### src/rtl/serial_subtractor_pkg.sv
`default_nettype none
// +--------------------------------------------------------------------+
// | serial_subtractor_pkg : FSM encodings and counter sizing helpers   |
// | Revision: 1.0                                                      |
// +--------------------------------------------------------------------+
package serial_subtractor_pkg;

  localparam logic [0:0] S_IDLE = 1'b0;
  localparam logic [0:0] S_RUN  = 1'b1;

  localparam int DEF_WIDTH = 4;
  localparam int CW        = $clog2(DEF_WIDTH);

  // Guards the counter against a zero-width result for degenerate widths.
  function automatic int cnt_width(input int w);
    return (w < 2) ? 1 : $clog2(w);
  endfunction

endpackage
`default_nettype wire

### src/rtl/serial_subtractor_if.sv
`default_nettype none
// +--------------------------------------------------------------------+
// | serial_subtractor_if : start/busy/done request and result bundle   |
// | Revision: 1.0                                                      |
// +--------------------------------------------------------------------+
interface serial_subtractor_if #(
  parameter int WIDTH = 4
);

  logic             start;
  logic [WIDTH-1:0] a;
  logic [WIDTH-1:0] b;
  logic             bin;
  logic             busy;
  logic             done;
  logic [WIDTH-1:0] diff;
  logic             bout;

  modport master (output start, a, b, bin, input busy, done, diff, bout);
  modport slave  (input start, a, b, bin, output busy, done, diff, bout);

endinterface
`default_nettype wire

### src/rtl/full_subtractor_1b.sv
`default_nettype none
// +--------------------------------------------------------------------+
// | full_subtractor_1b : one-bit x - y - bi with borrow-out            |
// | Revision: 1.0                                                      |
// +--------------------------------------------------------------------+
module full_subtractor_1b (
  input  logic x,
  input  logic y,
  input  logic bi,
  output logic d,
  output logic bo
);

  assign d  = x ^ y ^ bi;
  assign bo = (~x & y) | (~(x ^ y) & bi);

endmodule
`default_nettype wire

### src/rtl/serial_subtractor.sv
`default_nettype none
// +--------------------------------------------------------------------+
// | serial_subtractor : bit-serial a - b - bin, one bit per clock      |
// | Revision: 1.0                                                      |
// +--------------------------------------------------------------------+
module serial_subtractor
  import serial_subtractor_pkg::*;
#(
  parameter int WIDTH = DEF_WIDTH
) (
  input  logic                clk,
  input  logic                rst,
  serial_subtractor_if.slave  bus
);

  localparam int               CNT_W = cnt_width(WIDTH);
  localparam logic [CNT_W-1:0] LAST  = CNT_W'(WIDTH - 1);

  logic [0:0]       state;
  logic [CNT_W-1:0] cnt;
  logic [WIDTH-1:0] sa;
  logic [WIDTH-1:0] sb;
  logic [WIDTH-1:0] sd;
  logic             br;
  logic [WIDTH-1:0] diff_q;
  logic             bout_q;
  logic             done_q;
  logic             d_bit;
  logic             bo_bit;

  full_subtractor_1b u_fs (
    .x  (sa[0]),
    .y  (sb[0]),
    .bi (br),
    .d  (d_bit),
    .bo (bo_bit)
  );

  always_ff @(posedge clk) begin
    if (rst) begin
      state  <= S_IDLE;
      cnt    <= '0;
      sa     <= '0;
      sb     <= '0;
      sd     <= '0;
      br     <= 1'b0;
      diff_q <= '0;
      bout_q <= 1'b0;
      done_q <= 1'b0;
    end else begin
      done_q <= 1'b0;
      if (state == S_IDLE) begin
        if (bus.start) begin
          sa    <= bus.a;
          sb    <= bus.b;
          br    <= bus.bin;
          cnt   <= '0;
          state <= S_RUN;
        end
      end else begin
        sa  <= sa >> 1;
        sb  <= sb >> 1;
        sd  <= {d_bit, sd[WIDTH-1:1]};
        br  <= bo_bit;
        cnt <= cnt + 1'b1;
        // Final bit: publish the completed difference in the same edge.
        if (cnt == LAST) begin
          diff_q <= {d_bit, sd[WIDTH-1:1]};
          bout_q <= bo_bit;
          done_q <= 1'b1;
          state  <= S_IDLE;
        end
      end
    end
  end

  assign bus.busy = (state == S_RUN);
  assign bus.done = done_q;
  assign bus.diff = diff_q;
  assign bus.bout = bout_q;

endmodule
`default_nettype wire

### src/flat_wrapper.sv
// flat-port wrapper written by rule: the top's interface ports become plain ports
module serial_subtractor_flat import serial_subtractor_pkg::*;
#(
  parameter int WIDTH = DEF_WIDTH
)
  (clk, rst, bus_start, bus_a, bus_b, bus_bin, bus_busy, bus_done, bus_diff, bus_bout);
  serial_subtractor_if #(.WIDTH(WIDTH)) bus_i ();
  input  logic clk;
  input  logic rst;
  input wire logic [$bits(bus_i.start)-1:0] bus_start;
  input wire logic [$bits(bus_i.a)-1:0] bus_a;
  input wire logic [$bits(bus_i.b)-1:0] bus_b;
  input wire logic [$bits(bus_i.bin)-1:0] bus_bin;
  output wire logic [$bits(bus_i.busy)-1:0] bus_busy;
  output wire logic [$bits(bus_i.done)-1:0] bus_done;
  output wire logic [$bits(bus_i.diff)-1:0] bus_diff;
  output wire logic [$bits(bus_i.bout)-1:0] bus_bout;
  assign bus_i.start = bus_start;
  assign bus_i.a = bus_a;
  assign bus_i.b = bus_b;
  assign bus_i.bin = bus_bin;
  assign bus_busy = bus_i.busy;
  assign bus_done = bus_i.done;
  assign bus_diff = bus_i.diff;
  assign bus_bout = bus_i.bout;
  serial_subtractor #(.WIDTH(WIDTH)) u_core (.clk(clk), .rst(rst), .bus(bus_i));
endmodule
### config.mk
export PLATFORM = sky130hd
export DESIGN_NAME = serial_subtractor_flat
export DESIGN_NICKNAME = d
export VERILOG_FILES = /design/src/rtl/serial_subtractor_pkg.sv /design/src/rtl/serial_subtractor_if.sv /design/src/rtl/full_subtractor_1b.sv /design/src/rtl/serial_subtractor.sv /design/src/flat_wrapper.sv
export SDC_FILE = /design/constraint.sdc
export NUM_CORES = 1
export LEC_CHECK = 0
export CORE_MARGIN = 2
export CORE_UTILIZATION = 55
export CTS_CLUSTER_SIZE = 14
export DETAILED_ROUTE_END_ITERATION = 12
export DONT_BUFFER_PORTS = 1
export PLACE_DENSITY = 0.7
export RECOVER_POWER = 100
export SETUP_SLACK_MARGIN = 0.05
export SLEW_MARGIN = 0
export SYNTH_ARGS = -nofsm -noshare
export SYNTH_HDL_FRONTEND = slang
export SYNTH_SLANG_ARGS = --single-unit
### constraint.sdc
create_clock -name clk -period 2.3 [get_ports clk]
set_clock_uncertainty 0.2 [all_clocks]
set_input_delay 0.46 -clock clk [delete_from_list [all_inputs] [get_ports clk]]
set_output_delay 0.46 -clock clk [all_outputs]
set_load 0.02 [all_outputs]
==> out/metrics.cfg, run 1 <==
[run_status]
status=finished, final reports clean

[timing]
finalHoldViolations=0
tightest_slew_ns=0.5583
drv_slew=0
min_period_over_period_pct=75.65
fmax_mhz=574.7
rsz0062_at_grt=no
relSlewSlack_pct=62.73
setup_violations=0
min_period_ns=1.740
setup_tns_ns=0

[yosys]
synth_most_common_cell=dfxtp_1
ys_types=22
synth-async-reset-ratio_pct=0
ys_ff_latch=21
syn_area_um2=892.1
syn_nets=102
ys_top_cells_by_area=dfxtp_1, mux2i_1, a211oi_1, a21bo_2, a21oi_1
syn_area_per_cell_um2=10.14
synth_commonest_cells=dfxtp_1, mux2i_1, a21oi_1
synth_ff_type=dfxtp_1
ys_seq_area_share_pct=47.12
synth_top_area_cell=dfxtp_1
synth-edff-count=0
yosys_warnings=0
syn_inst=88
yosysTopAreaCellShare_pct=47.12

[layout]
stdcell_count=107
multiInputGateArea_um2=419.2
seq_area_um2=420.4
diodes=0
final_layout_size_suffix_gt1_share_pct=7.692
nets=106
area_growth_pct=5.891
fillers=131

[setup_path]
crit_arrival_ns=1.75
path_max_fanout=12
startpoint_type=flop
critPathKind=flop to flop
r2r_end=u_core.bus.bout
worstPathRequired_ns=2.31
rr_worst_depth=3
end_kind=flop
r2r-start=u_core.bus.busy
rrSetupSlack_ns=0.56

[hold_path]
hold_start=rst
holdPathEnd=u_core.sb[1]
min_path_cells=1
hold_path.class=input pin to flop

[power]
p_per_area_nw_per_um2=673.0
p_leak_uw=0.0003719
ir_drop_mv=0.4728

[floorplan]
core_um2=1506
die_h_um=44.28
io_pins=19
die-area_um2=1960
rows=14
die_w_um=44.28
start_util_pct=59.22

[placement]
dp_hpwl_um=1080
io_buffers=0
place.gp.congestion=0.6898
placedCellCount=99

[clock_tree]
path_clk_slew_ns=0.11
cts_sinks=21
post_cts_resize_count=0
post_cts_buffers=0
cts_root_buffer=clkbuf_4
htreeDepth=1
cts_tree=built
cts_made_buffers=3
clockBufferDepth=2
clk_latency_ns=0.30

[detailed_routing]
firstDrtPassIters=4
routed_wl_um=1659
drt_iter0_drc=11
via_per_inst=5.607
via_count=600
drc=0
wl_per_cell_um=15.50
drtAntennaViolNets=0

[flow_run]
cap_violations=0

[global_routing]
antenna_found_initial=0
grt_util_all_layers_pct=19.66
grt_pass1_wl_um=2677
grt_max_degree=21
grt_pass1_vias=571
grt-ovfl-total=0

[sequential cells by signal (all words and copies together), names as in the netlist]
| register | count |
|---|---|
| u_core.bus.done | 1 |
| u_core.sb | 4 |
| u_core.br | 1 |
| u_core.bus.busy | 1 |
| u_core.sd | 3 |
| u_core.cnt | 2 |
| u_core.bus.bout | 1 |
| u_core.bus.diff | 4 |
| u_core.sa | 4 |
[critical path, stage by stage (launching register included)]
cell	delay (ns)
dfxtp_1	0.69
clkbuf_1	0.39
a21oi_1	0.11
a311oi_1	0.26
[layout make-up]
cell class / instances / share of cell area, %
flip-flops and latches: 21 / 44.50
repair buffers: 6 / 5.033
clock buffers: 4 / 2.781
inverters: 3 / 1.192
well taps: 16 / 2.119
multi-input cells: 57 / 44.37
[cells in the final DEF (no fill, tap or decap), types with 4 or more instances in the layout]
cell type	instances
a211oi_1	6
nand3_1	4
dlygate4sd3_1	4
mux2i_1	12
dfxtp_1	21
nor2_1	5
a21oi_1	8
nor2b_1	6
a21bo_2	4
[report_power, final]
| part | internal (µW) | switching (µW) |
|---|---|---|
| clock network | 67.5 | 104 |
| registers | 382 | 16.3 |
| logic | 34.6 | 31.6 |
| total | 484 | 152 |
[repair_timing]
action	CTS	global route
endpoints found under the setup margin	0	0
endpoints found under the hold margin	2	12
hold buffers	2	2
[cell families (layout without fill, tap and decap cells)]
| family | Yosys count | after routing | share of synthesized area [%] |
|---|---|---|---|
| fa+ha+maj | 2 | 2 | 3.646 |
| mux | 12 | 12 | 13.46 |
| flops | 21 | 21 | 47.12 |
| simple gates | 23 | 23 | 14.03 |
| buf+inv | 10 | 13 | 5.891 |
| compound gates | 20 | 20 | 15.85 |
[worst max-delay path by stage]
stage               slack, ns  cells past startpoint             from              end
global route             0.43                      3  u_core.bus.busy  u_core.bus.bout
CTS                      0.63                      0  u_core.bus.busy         bus_busy
detailed placement       0.73                      3  u_core.bus.busy  u_core.bus.bout
global placement         0.80                      3  u_core.bus.busy  u_core.bus.bout
finish                   0.56                      3  u_core.bus.busy  u_core.bus.bout
floorplan                0.97                      4  u_core.bus.busy     u_core.sd[2]
[metal layers]
metal | vias to the layer above | track usage (%) | routed length [µm]
li1 | 312 | - | -
met1 | 268 | 27.18 | 800
met2 | 14 | 26.18 | 746
met3 | 6 | 4.082 | 63
met4 | 0 | 15.76 | 49
met5 | - | 0 | 0
[metrics by stage]
stage / hold WS (ns) / instance area, µm² / utilization (%) / setup slack (ns) / total power [µW]
2_1_floorplan: 0.2428 / 892.1 / - / 0.9716 / 462.4
6_report: 0.02038 / 944.7 / 62.71 / 0.5600 / 635.7
3_5_place_dp: 0.2630 / 885.9 / 58.80 / 0.7333 / 466.1
4_1_cts: 0.001614 / 932.1 / 61.88 / 0.6328 / 644.8
3_3_place_gp: 0.2671 / 885.9 / 58.80 / 0.7976 / 462.6
5_1_grt: 0.001034 / 944.7 / 62.71 / 0.4305 / 674.2
Note: power is estimated with default switching activity, not from simulation.
==> run 2: changes to the inputs <==
Clock period 2.3 ns to 1.8 ns, I/O delays scaled along.
==> out/metrics.cfg, run 2 (synthesis results as in run 1) <==
[setup_path]
slowest_stage=dfxtp_1
end_kind=output port
crit_arrival_ns=1.09  ; -0.66 ns
critical_path.top_delay_family=flip-flops
worst-path-stages=1  ; -2
rrSetupSlack_ns=0.33  ; -0.23 ns
startpoint_type=flop
worstPathRequired_ns=1.24  ; -1.07 ns
path_cells=clkbuf_4
critPathKind=flop to output port
path_max_fanout=13  ; +1
r2r_end=u_core.cnt[1]
crit_buf_inv=1  ; unchanged
rr_worst_depth=3  ; unchanged
slowest_delay_ns=0.47  ; -0.22 ns
r2r-start=u_core.bus.busy

[placement]
io_buffers=0  ; unchanged
placed_cell_area_um2=885.9  ; unchanged
place.gp.congestion=0.7030  ; +1.9%
dp_hpwl_um=1074  ; -0.57%

[clock_tree]
htreeDepth=1  ; unchanged
post_cts_resize_count=0  ; unchanged
cts_sinks=21  ; unchanged
post_cts_buffers=0  ; unchanged
cts_made_buffers=3  ; unchanged
path_clk_slew_ns=0.11  ; about the same
clockBufferDepth=2  ; unchanged
cts_tree=built
clk_latency_ns=0.29  ; about the same
cts_hold_buf=1  ; -1
cts_root_buffer=clkbuf_4

[detailed_routing]
drt_iter0_drc=16  ; +5
firstDrtPassIters=4  ; unchanged
via_per_inst=6.019  ; +7.3%
wl_per_cell_um=15.37  ; -0.90%
routed_wl_um=1598  ; -3.7%
drtAntennaViolNets=0  ; unchanged
via_count=626  ; +4.3%
drc=0  ; unchanged

[layout]
final_layout_size_suffix_gt1_share_pct=10.23  ; +2.5 points
final_common_cell=dfxtp_1
area_growth_pct=3.366
post-route-util_pct=61.21  ; -1.5 points
diodes=0  ; unchanged
finalInstanceArea_um2=922.1  ; -2.4%
nets=103  ; -2.8%
final_cell_mix=dfxtp_1, mux2i_1, a21oi_1

[timing]
relSlewSlack_pct=49.14  ; -14 points
setup_tns_ns=0  ; unchanged
finalHoldViolations=0  ; unchanged
rsz0062_at_grt=no
fmax_mhz=605.3
tightest_slew_ns=0.7605  ; +0.2021 ns
min_period_ns=1.652
setup_violations=0  ; unchanged
min_period_over_period_pct=91.78
drv_slew=0  ; unchanged

[power]
p_per_area_nw_per_um2=883.2  ; +31%
ir_drop_mv=0.5295  ; +12%
p_leak_uw=0.0003667  ; -1.4%

[floorplan]
io_pins=19  ; unchanged
die-area_um2=1960  ; unchanged
die_h_um=44.28  ; unchanged
die_w_um=44.28  ; unchanged
rows=14  ; unchanged
start_util_pct=59.22  ; unchanged
core_um2=1506  ; unchanged

[global_routing]
gr-usage-met1_pct=23.12  ; -4.1 points
use_met3_pct=5.306  ; +1.2 points
grt_pass1_vias=602  ; +5.4%
grt-ovfl-total=0  ; unchanged
grt_util_all_layers_pct=18.63  ; -1.0 points
grt_max_degree=22  ; +4.8%
antenna_found_initial=0  ; unchanged
grt_pass1_wl_um=2615  ; -2.3%
grt-busiest-layer=met2
grt_util_met2_pct=29.12  ; +2.9 points

[flow_run]
cap_violations=0  ; unchanged

[hold_path]
holdPathEnd=u_core.bus.busy
min_path_cells=2  ; +1
hold_path.class=input pin to flop
hold_start=bus_start

[run_status]
status=finished, final reports clean

-- run 2: stage by stage --
stage / setup slack (ns) / hold slack [ns] / std cells / total power, µW
2_1_floorplan: 0.4716 / 0.2428 / 88 / 590.9
3_3_place_gp: 0.4325 / 0.2313 / 99 / 591.7
3_5_place_dp: 0.3831 / 0.2327 / 99 / 595.7
4_1_cts: 0.1811 / 0.02003 / 104 / 821.5
5_1_grt: 0.05817 / 0.03197 / 104 / 848.0
6_report: 0.1479 / 0.02439 / 104 / 814.5
-- run 2: how the worst max path moves through the flow --
| stage | slack, ns | startpoint | endpoint |
|---|---|---|---|
| final | 0.15 | u_core.bus.busy | bus_busy |
| after global routing | 0.06 | u_core.bus.busy | bus_busy |
| after CTS | 0.18 | u_core.bus.busy | bus_busy |
| after floorplan | 0.47 | u_core.bus.busy | u_core.sd[2] |
| after detailed placement | 0.38 | u_core.cnt[0] | u_core.bus.bout |
| after global placement | 0.43 | u_core.bus.busy | u_core.cnt[1] |
-- run 2: final cells by class --
type	count	area [µm²]
clock buffer	4	26.28
timing repair buffer	3	25.02
fill	122	584.3
inverter	3	11.26
multi-input combinational	57	419.2
tap	16	20.02
sequential	21	420.4
-- run 2: power breakdown --
| part | switching, µW | internal (µW) | total [µW] |
|---|---|---|---|
| clock network | 134 | 86.2 | 221 |
| registers | 16.0 | 488 | 504 |
| logic | 47.3 | 42.5 | 89.8 |
-- run 2: metal layers --
layer	routed length [µm]	vias to the layer above
li1	-	309
met1	748	296
met2	721	19
met3	109	2
met4	19	0
met5	0	-
